File: src/rtl/draw_ships_if.sv
// -----------------------------------------------------------------------------
// vga_if : VGA timing bundle passed between pixel-pipeline stages.
//
// Fields
//   vcount [10:0]  current line
//   vsync          vertical sync
//   vblnk          vertical blanking
//   hcount [10:0]  current pixel within the line
//   hsync          horizontal sync
//   hblnk          horizontal blanking
//   rgb    [11:0]  4:4:4 pixel colour
//
// Modports
//   src  : the stage that drives the bundle
//   snk  : the stage that consumes the bundle
// -----------------------------------------------------------------------------
interface vga_if;
  logic [10:0] vcount;
  logic        vsync;
  logic        vblnk;
  logic [10:0] hcount;
  logic        hsync;
  logic        hblnk;
  logic [11:0] rgb;

  modport src (
    output vcount, vsync, vblnk, hcount, hsync, hblnk, rgb
  );

  modport snk (
    input  vcount, vsync, vblnk, hcount, hsync, hblnk, rgb
  );
endinterface

File: src/rtl/draw_ships.sv
// -----------------------------------------------------------------------------
// draw_ships : paints a GRID_SIZE x GRID_SIZE board of cells whose top-left
// corner is at (X_POS, Y_POS). Each cell's colour comes from its state, read
// from an external cell memory. VGA timing is passed through with a fixed
// latency of two clocks so the next stage (grid-line overlay) stays aligned.
//
// Ports
//   clk        in   1     pixel clock
//   rst        in   1     synchronous active-high reset
//   in         vga_if     upstream timing + rgb
//   out        vga_if     timing delayed by 2 clocks, rgb possibly replaced
//   cell_addr  out  7     cell memory address = row*GRID_SIZE + col
//   cell_data  in   2     cell state for cell_addr, one clock later
//                         (0 EMPTY, 1 SHIP, 2 HIT, 3 MISS)
//
// Pipeline
//   stage 1: board hit test, cell address, in-cell pixel offsets, copy of in
//   stage 2: colour select from cell_data, registered onto out
// -----------------------------------------------------------------------------
module draw_ships #(
  parameter int          X_POS     = 100,
  parameter int          Y_POS     = 100,
  parameter int          CELL_SIZE = 32,
  parameter int          GRID_SIZE = 10,
  parameter logic [11:0] SHIP_RGB  = 12'h888,
  parameter logic [11:0] HIT_RGB   = 12'hF00,
  parameter logic [11:0] MISS_RGB  = 12'h00F
) (
  input  logic       clk,
  input  logic       rst,
  vga_if.snk         in,
  vga_if.src         out,
  output logic [6:0] cell_addr,
  input  logic [1:0] cell_data
);

  // Geometry derived from the parameters. CELL_SIZE is a power of two, so
  // the column/row index is a shift and the in-cell offset is the low bits.
  localparam int OFF_W    = $clog2(CELL_SIZE);
  localparam int BOARD_PX = GRID_SIZE * CELL_SIZE;

  localparam logic [10:0] X_LO = 11'(X_POS);
  localparam logic [10:0] X_HI = 11'(X_POS + BOARD_PX);
  localparam logic [10:0] Y_LO = 11'(Y_POS);
  localparam logic [10:0] Y_HI = 11'(Y_POS + BOARD_PX);
  localparam logic [10:0] GRID = 11'(GRID_SIZE);

  // MISS marker: an 8x8 dot centred in the cell.
  localparam logic [OFF_W-1:0] MISS_LO = OFF_W'(CELL_SIZE / 2 - 4);
  localparam logic [OFF_W-1:0] MISS_HI = OFF_W'(CELL_SIZE / 2 + 3);

  localparam logic [1:0] ST_EMPTY = 2'd0;
  localparam logic [1:0] ST_SHIP  = 2'd1;
  localparam logic [1:0] ST_HIT   = 2'd2;
  localparam logic [1:0] ST_MISS  = 2'd3;

  // ---------------------------------------------------------------------------
  // Stage 1 combinational: board hit test and cell addressing
  // ---------------------------------------------------------------------------
  logic             x_in;
  logic             y_in;
  logic             in_board;
  logic [10:0]      dx;
  logic [10:0]      dy;
  logic [10:0]      col;
  logic [10:0]      row;
  logic [6:0]       addr_next;

  // Board hit test, cell index and address for the incoming pixel.
  always_comb begin
    // Range compares are done on the raw counters, so the subtraction
    // below is only meaningful (never underflowed) when in_board is set.
    x_in     = (in.hcount >= X_LO) && (in.hcount < X_HI);
    y_in     = (in.vcount >= Y_LO) && (in.vcount < Y_HI);
    in_board = x_in && y_in && !in.hblnk && !in.vblnk;

    dx  = in.hcount - X_LO;
    dy  = in.vcount - Y_LO;
    col = dx >> OFF_W;
    row = dy >> OFF_W;

    if (in_board) begin
      // Product kept at counter width, then truncated to the address bus.
      addr_next = 7'(row * GRID + col);
    end else begin
      addr_next = 7'd0;
    end
  end

  // ---------------------------------------------------------------------------
  // Stage 1 registers
  // ---------------------------------------------------------------------------
  logic             s1_in_board;
  logic [OFF_W-1:0] s1_xoff;
  logic [OFF_W-1:0] s1_yoff;
  logic [10:0]      s1_vcount;
  logic             s1_vsync;
  logic             s1_vblnk;
  logic [10:0]      s1_hcount;
  logic             s1_hsync;
  logic             s1_hblnk;
  logic [11:0]      s1_rgb;

  // Stage 1: latch the hit flag, offsets, address and a copy of the timing.
  always_ff @(posedge clk) begin
    if (rst) begin
      s1_in_board <= 1'b0;
      s1_xoff     <= '0;
      s1_yoff     <= '0;
      s1_vcount   <= 11'd0;
      s1_vsync    <= 1'b0;
      s1_vblnk    <= 1'b0;
      s1_hcount   <= 11'd0;
      s1_hsync    <= 1'b0;
      s1_hblnk    <= 1'b0;
      s1_rgb      <= 12'd0;
      cell_addr   <= 7'd0;
    end else begin
      s1_in_board <= in_board;
      // Offsets come from the same subtraction as the address, so a cell
      // boundary moves col and resets the offset on the same pixel.
      s1_xoff     <= dx[OFF_W-1:0];
      s1_yoff     <= dy[OFF_W-1:0];
      s1_vcount   <= in.vcount;
      s1_vsync    <= in.vsync;
      s1_vblnk    <= in.vblnk;
      s1_hcount   <= in.hcount;
      s1_hsync    <= in.hsync;
      s1_hblnk    <= in.hblnk;
      s1_rgb      <= in.rgb;
      cell_addr   <= addr_next;
    end
  end

  // ---------------------------------------------------------------------------
  // Stage 2 combinational: colour select
  // ---------------------------------------------------------------------------
  logic        miss_dot;
  logic [11:0] rgb_next;

  // Pick the pixel colour from the cell state returned by the memory.
  always_comb begin
    miss_dot = (s1_xoff >= MISS_LO) && (s1_xoff <= MISS_HI) &&
               (s1_yoff >= MISS_LO) && (s1_yoff <= MISS_HI);
    rgb_next = s1_rgb;

    // cell_data is only trusted for pixels that were on the board; the
    // memory output for address 0 is otherwise meaningless here.
    if (s1_in_board) begin
      case (cell_data)
        ST_EMPTY: rgb_next = s1_rgb;
        ST_SHIP:  rgb_next = SHIP_RGB;
        ST_HIT:   rgb_next = HIT_RGB;
        ST_MISS: begin
          if (miss_dot) begin
            rgb_next = MISS_RGB;
          end else begin
            rgb_next = s1_rgb;
          end
        end
        default:  rgb_next = s1_rgb;
      endcase
    end else begin
      rgb_next = s1_rgb;
    end
  end

  // ---------------------------------------------------------------------------
  // Stage 2 registers: drive the downstream bundle
  // ---------------------------------------------------------------------------

  // Stage 2: register the timing copy and the selected colour onto out.
  always_ff @(posedge clk) begin
    if (rst) begin
      out.vcount <= 11'd0;
      out.vsync  <= 1'b0;
      out.vblnk  <= 1'b0;
      out.hcount <= 11'd0;
      out.hsync  <= 1'b0;
      out.hblnk  <= 1'b0;
      out.rgb    <= 12'd0;
    end else begin
      out.vcount <= s1_vcount;
      out.vsync  <= s1_vsync;
      out.vblnk  <= s1_vblnk;
      out.hcount <= s1_hcount;
      out.hsync  <= s1_hsync;
      out.hblnk  <= s1_hblnk;
      out.rgb    <= rgb_next;
    end
  end

endmodule

File: src/flat_wrapper.sv
// flat-port wrapper written by rule: the top's interface ports become plain ports
module draw_ships_flat 
#(
  parameter int          X_POS     = 100,
  parameter int          Y_POS     = 100,
  parameter int          CELL_SIZE = 32,
  parameter int          GRID_SIZE = 10,
  parameter logic [11:0] SHIP_RGB  = 12'h888,
  parameter logic [11:0] HIT_RGB   = 12'hF00,
  parameter logic [11:0] MISS_RGB  = 12'h00F
)
  (clk, rst, cell_addr, cell_data, in_vcount, in_vsync, in_vblnk, in_hcount, in_hsync, in_hblnk, in_rgb, out_vcount, out_vsync, out_vblnk, out_hcount, out_hsync, out_hblnk, out_rgb);
  vga_if in_i ();
  vga_if out_i ();
  input  logic clk;
  input  logic rst;
  output logic [6:0] cell_addr;
  input  logic [1:0] cell_data;
  input wire logic [$bits(in_i.vcount)-1:0] in_vcount;
  input wire logic [$bits(in_i.vsync)-1:0] in_vsync;
  input wire logic [$bits(in_i.vblnk)-1:0] in_vblnk;
  input wire logic [$bits(in_i.hcount)-1:0] in_hcount;
  input wire logic [$bits(in_i.hsync)-1:0] in_hsync;
  input wire logic [$bits(in_i.hblnk)-1:0] in_hblnk;
  input wire logic [$bits(in_i.rgb)-1:0] in_rgb;
  output wire logic [$bits(out_i.vcount)-1:0] out_vcount;
  output wire logic [$bits(out_i.vsync)-1:0] out_vsync;
  output wire logic [$bits(out_i.vblnk)-1:0] out_vblnk;
  output wire logic [$bits(out_i.hcount)-1:0] out_hcount;
  output wire logic [$bits(out_i.hsync)-1:0] out_hsync;
  output wire logic [$bits(out_i.hblnk)-1:0] out_hblnk;
  output wire logic [$bits(out_i.rgb)-1:0] out_rgb;
  assign in_i.vcount = in_vcount;
  assign in_i.vsync = in_vsync;
  assign in_i.vblnk = in_vblnk;
  assign in_i.hcount = in_hcount;
  assign in_i.hsync = in_hsync;
  assign in_i.hblnk = in_hblnk;
  assign in_i.rgb = in_rgb;
  assign out_vcount = out_i.vcount;
  assign out_vsync = out_i.vsync;
  assign out_vblnk = out_i.vblnk;
  assign out_hcount = out_i.hcount;
  assign out_hsync = out_i.hsync;
  assign out_hblnk = out_i.hblnk;
  assign out_rgb = out_i.rgb;
  draw_ships #(.X_POS(X_POS), .Y_POS(Y_POS), .CELL_SIZE(CELL_SIZE), .GRID_SIZE(GRID_SIZE), .SHIP_RGB(SHIP_RGB), .HIT_RGB(HIT_RGB), .MISS_RGB(MISS_RGB)) u_core (.clk(clk), .rst(rst), .in(in_i), .out(out_i), .cell_addr(cell_addr), .cell_data(cell_data));
endmodule
File: config.mk
export PLATFORM = sky130hd
export DESIGN_NAME = draw_ships_flat
export DESIGN_NICKNAME = d
export VERILOG_FILES = /design/src/rtl/draw_ships_if.sv /design/src/rtl/draw_ships.sv /design/src/flat_wrapper.sv
export SDC_FILE = /design/constraint.sdc
export NUM_CORES = 1
export LEC_CHECK = 0
export CAP_MARGIN = 20
export CORE_ASPECT_RATIO = 0.7
export CORE_MARGIN = 2
export CORE_UTILIZATION = 35
export DETAILED_ROUTE_END_ITERATION = 8
export PLACE_DENSITY_LB_ADDON = 0.12
export REMOVE_ABC_BUFFERS = 1
export SLEW_MARGIN = 20
export SYNTH_ARGS = -nofsm -noshare
export SYNTH_HDL_FRONTEND = slang
export SYNTH_SLANG_ARGS = --single-unit
File: constraint.sdc
create_clock -name clk -period 4.3 [get_ports clk]
set_input_delay 0.86 -clock clk [delete_from_list [all_inputs] [get_ports clk]]
set_output_delay 0.86 -clock clk [all_outputs]
set_load 0.01 [all_outputs]
# After elaboration in Yosys (flattened, before gate mapping)
# Cells that the tools add are included.
# W data, S select, Z words.
# word_totals
input_bits,42
reg_bits,94
# op_classes
multipliers,1
reduce_logical,12
eq_ne,3
mux,3
add_sub_neg,3
bitwise_logic,1
magnitude_cmp,8
# ops
operator,n
$pmux W12 S4,1
$mux W12,2
$ge A11 B7 Y1 const B,2
$lt A11 B9 Y1 const B,2
$sub A11 B7 Y11 const B,2
$ge A5 B4 Y1 const B,2
$le A5 B5 Y1 const B,2
$logic_and A1 B1 Y1,8
$add A7 B6 Y7,1
$mul A6 B3 Y6 const B,1
$eq A2 B2 Y1 const B,2
$eq A2 B1 Y1 const B,1
$logic_not A1 Y1,2
$logic_not A2 Y1,1
$reduce_or A2 Y1,1
$not A1 Y1,1

# Longest topological paths before layout
# logic_depth
depth_word,7
ltp_mapped,14

# Worst setup path after synthesis
# Ideal clock, no wire load.
# synth_path
kind,in2reg
startpoint,input port in_vcount[4]
endpoint,register u_core.cell_addr[6]
stages,10
setup_time_ns,0.116
arrival_time_ns,3.158
setup_slack_ns,1.026
path_cell_list,nor3_1 -> nor2_1 -> or3_1 -> xnor2_1 -> ha_1 -> fa_1 -> ha_1 -> a21oi_1 -> xnor2_1 -> nor2_1
# synth_between
elab_chain_cells,7
# synth_rtl
element,line_no,rtl
start: declaration,flat_wrapper.sv:19,input wire logic [$bits(in_i.vcount)-1:0] in_vcount;
"parallel branches: the longest is 7 deep, another holds $sub A11 B7 Y11",-,
end signal: assignment,draw_ships.sv:131,cell_addr <= addr_next;
end: declaration,draw_ships.sv:33,"output logic [6:0] cell_addr,"
# Parallel ways; which one is timed is not known.
# A chain may end at the register's enable or synchronous reset.

# Worst setup path after layout
# layout_path
startpoint,input port in_vcount[2]
endpoint,register u_core.cell_addr[6]
# Same word-level chain as after synthesis.

==> results.py <==
metrics = {
    "final_layout": {
        "area_delta_synth_final_pct": 40.8,
        "finish.instance_area_um2": 4490,
        "final_common_cell": "dfxtp_1",
        "nets": 457,
        "n_antenna_cell": 0,
        "drive_gt1_share_pct": 5.43,
        "fillers": 841,
        "layout_common_cells": "dfxtp_1 (90), clkdlybuf4s50_1 (85), nor2b_1 (62)",
    },
    "setup_path": {
        "reg2reg_depth": 5,
        "crit_family": "adder cells",
        "r2r-end": "u_core.out.rgb[2]",
        "worstSetupPathType": "input pin to flip-flop",
        "cp-end-kind": "flip-flop",
        "cp-start-kind": "input pin",
        "max_stage_delay_ns": 0.56,
        "cpMostUsedCell": "ha_1",
        "critPathRequiredTime_ns": 4.53,
        "cp_max_fo": 4,
        "regToRegSetupSlack_ns": 2.79,
        "arrival_ns": 3.86,
        "crit_buf_inv": 3,
        "path_cells": "clkdlybuf4s50_1 -> inv_1 -> ha_1 -> nand2b_1 -> nand2_1 -> xor2_1 -> inv_1 -> ha_1 -> ha_1 -> fa_1 -> ha_1 -> a21oi_1 -> xnor2_1 -> nor2_1",
        "cp_slowest_cell": "clkdlybuf4s50_1",
        "rr_startpoint": "u_core.s1_xoff[3]",
    },
    "floorplan": {
        "die-height_um": 83.8,
        "die_x_um": 118,
        "pin_count": 87,
        "initial_core_util_pct": 35.6,
        "num_rows": 29,
        "dieArea_um2": 9900,
        "design.core.area_um2": 8960,
    },
    "global_routing": {
        "antenna_found_initial": 0,
        "grt_pass1_vias": 2111,
        "grt_overflow": 0,
        "grt_start_max_net_pins": 81,
        "track_usage_pct": 13.6,
        "grt_pass1_wl_um": 10200,
    },
    "sta": {
        "period_needed_ns": 3.63,
        "hold_violations": 0,
        "rsz0062_at_grt": "no",
        "skew_ns": 0.00382,
        "whs_ns": 0.425,
        "max_slew_margin_pct": 47.6,
        "setup_viol": 0,
        "fin_tns_setup_ns": 0,
        "fin_crit_sh_pct": 84.5,
        "final_max_slew_viol_count": 0,
        "worstMarginPinSlew_ns": 0.786,
        "fmax_mhz": 275,
    },
    "clocking": {
        "post_cts_resized": 0,
        "holdBufCountCts": 0,
        "post_cts_buffers": 0,
        "cts.sinks": 90,
        "clk_latency_ns": 0.33,
        "cts_tree": "yes",
        "cts.clk_slew.worst_paths_ns": 0.06,
        "max-clock-path-buffers": 2,
        "cts_max_level": 3,
        "ctsRootBufferMaster": "clkbuf_16",
        "numCtsBuffers": 9,
    },
    "synthesis": {
        "async_reset_ff_share_pct": 0,
        "ys_seq_area_share_pct": 56.5,
        "synthFlopType": "dfxtp_1",
        "synth_warnings": 0,
        "synth.distinct_cells": 36,
        "syn-mean-instance-area_um2": 10.2,
        "syn_area_um2": 3190,
        "syn_inst": 311,
        "synth_edf_count": 0,
        "synth_seq_cells": 90,
    },
    "min_path": {
        "hold_end": "u_core.out.rgb[6]",
        "hp-start": "u_core.s1_rgb[6]",
        "hold_depth": 1,
        "hold_class": "flip-flop to flip-flop",
    },
    "power": {
        "seq_power_share_pct": 45.4,
        "power_density_nw_per_um2": 433,
        "clkPwrFrac_pct": 41.4,
        "pwr-share-comb_pct": 13.3,
        "p_switching_uw": 447,
        "p_sw_share_pct": 23.0,
        "irDropWorstVdd_v": 0.000228,
        "power.internal_mw": 1.50,
        "power_mw": 1.94,
        "p_leak_nw": 1.82,
    },
    "routing": {
        "drt_iter0_drc": 108,
        "via_per_inst": 4.27,
        "drc": 0,
        "drt_pass1_iterations": 4,
        "ant_nets": 0,
        "route.detailed.wl_per_inst_um": 12.1,
        "num_vias": 2261,
        "wl_um": 6400,
    },
    "placed_design": {
        "port_buffers": 86,
        "gp_congestion": 0.745,
        "dpl_cell_area_um2": 4170,
        "dp_hpwl_um": 4450,
    },
    "flow_run": {
        "drv_cap": 0,
    },
    "outcome": {
        "status": "finished, final reports clean",
    },
}
==> cells in the mapped netlist (2+ instances only) <==
cell | number | area share (%)
a21o_1 | 2 | 0.47
a21oi_1 | 12 | 1.9
a22oi_1 | 3 | 0.71
a31oi_1 | 2 | 0.39
and2_1 | 4 | 0.79
and3b_1 | 2 | 0.55
clkbuf_1 | 9 | 1.1
dfxtp_1 | 90 | 57
fa_1 | 2 | 1.3
ha_1 | 13 | 5.1
inv_1 | 15 | 1.8
nand2_1 | 16 | 1.9
nand2b_1 | 3 | 0.59
nand3_1 | 2 | 0.31
nor2_1 | 27 | 3.2
nor2b_1 | 62 | 12
nor3_1 | 3 | 0.47
nor3b_1 | 2 | 0.47
nor4_1 | 3 | 0.59
o211ai_1 | 2 | 0.47
o21ai_0 | 6 | 0.94
xnor2_1 | 9 | 2.5
xor2_1 | 9 | 2.5
==> power groups by stage <==
stage	clock [mW]	combinational, mW	sequential (mW)
after floorplan	0	0.135	0.907
after global placement	0	0.258	0.900
after detailed placement	0	0.257	0.900
after CTS	0.836	0.262	0.881
after global routing	0.869	0.288	0.884
final	0.804	0.258	0.881
==> worst max path at each step <==
stage | slack, ns | startpoint | end | cells after the start
6_report | 0.67 | in_vcount[2] | u_core.cell_addr[6] | 14
5_1_grt | 0.39 | in_vcount[2] | u_core.cell_addr[6] | 14
3_3_place_gp | 0.37 | in_vcount[2] | u_core.cell_addr[6] | 14
4_1_cts | 0.67 | in_vcount[2] | u_core.cell_addr[6] | 14
2_1_floorplan | 1.03 | in_vcount[4] | u_core.cell_addr[6] | 10
3_5_place_dp | 0.33 | in_vcount[2] | u_core.cell_addr[6] | 14
==> layer usage <==
layer,share of wire [%],global-route usage [%],vias to the layer above
met5,0,0,-
met4,1.8,5.37,0
met3,5.7,5.94,10
met2,43,19.8,60
met1,50,17.7,1014
li1,-,-,1177
==> logic make-up (layout without fill, tap and decap cells) <==
logic type                 count (synthesis)  in the layout  synth area share (%)
xor gates and xnor gates                  18             18                  4.95
buffers and inverters                     24            118                  2.83
AOI/OAI and AO/OA                         34             34                  6.75
adders and majority gates                 15             15                  6.36
muxes                                      1              1                 0.314
and+or+nand+nor                          129            129                  22.3
DFF                                       90             90                  56.5
==> state kept, by name, summed over array words and instances, names as in the netlist, 3 cells and up <==
name               flops
u_core.out.rgb        12
u_core.s1_rgb         12
u_core.out.hcount     11
u_core.out.vcount     11
u_core.s1_hcount      11
u_core.s1_vcount      11
u_core.cell_addr       7
u_core.s1_xoff         3
u_core.s1_yoff         3
==> final cells by class <==
| type | instances | area (um^2) | share of cell area, % |
|---|---|---|---|
| clock buffers | 11 | 253 | 5.63 |
| clock inverters | 5 | 61.3 | 1.37 |
| inverters | 15 | 56.3 | 1.26 |
| multi-input cells | 197 | 1290 | 28.9 |
| flip-flops and latches | 90 | 1800 | 40.2 |
| well taps | 124 | 155 | 3.46 |
| repair buffers | 87 | 863 | 19.2 |
==> worst reg2reg max path, stage by stage, from the launching register on <==
cell and delay [ns]:
dfxtp_1 0.31, and3b_1 0.18, o22ai_1 0.48, nor2_1 0.13, o21ai_0 0.19, a21oi_1 0.08
==> stage by stage <==
step	utilization, %	worst slack [ns]	std cells
finish	50.0	0.666	529
global route	50.0	0.394	529
CTS	50.0	0.669	529
detailed placement	46.5	0.327	513
global placement	46.5	0.365	513
floorplan	-	1.03	302
(Power assumes the default switching activity.)
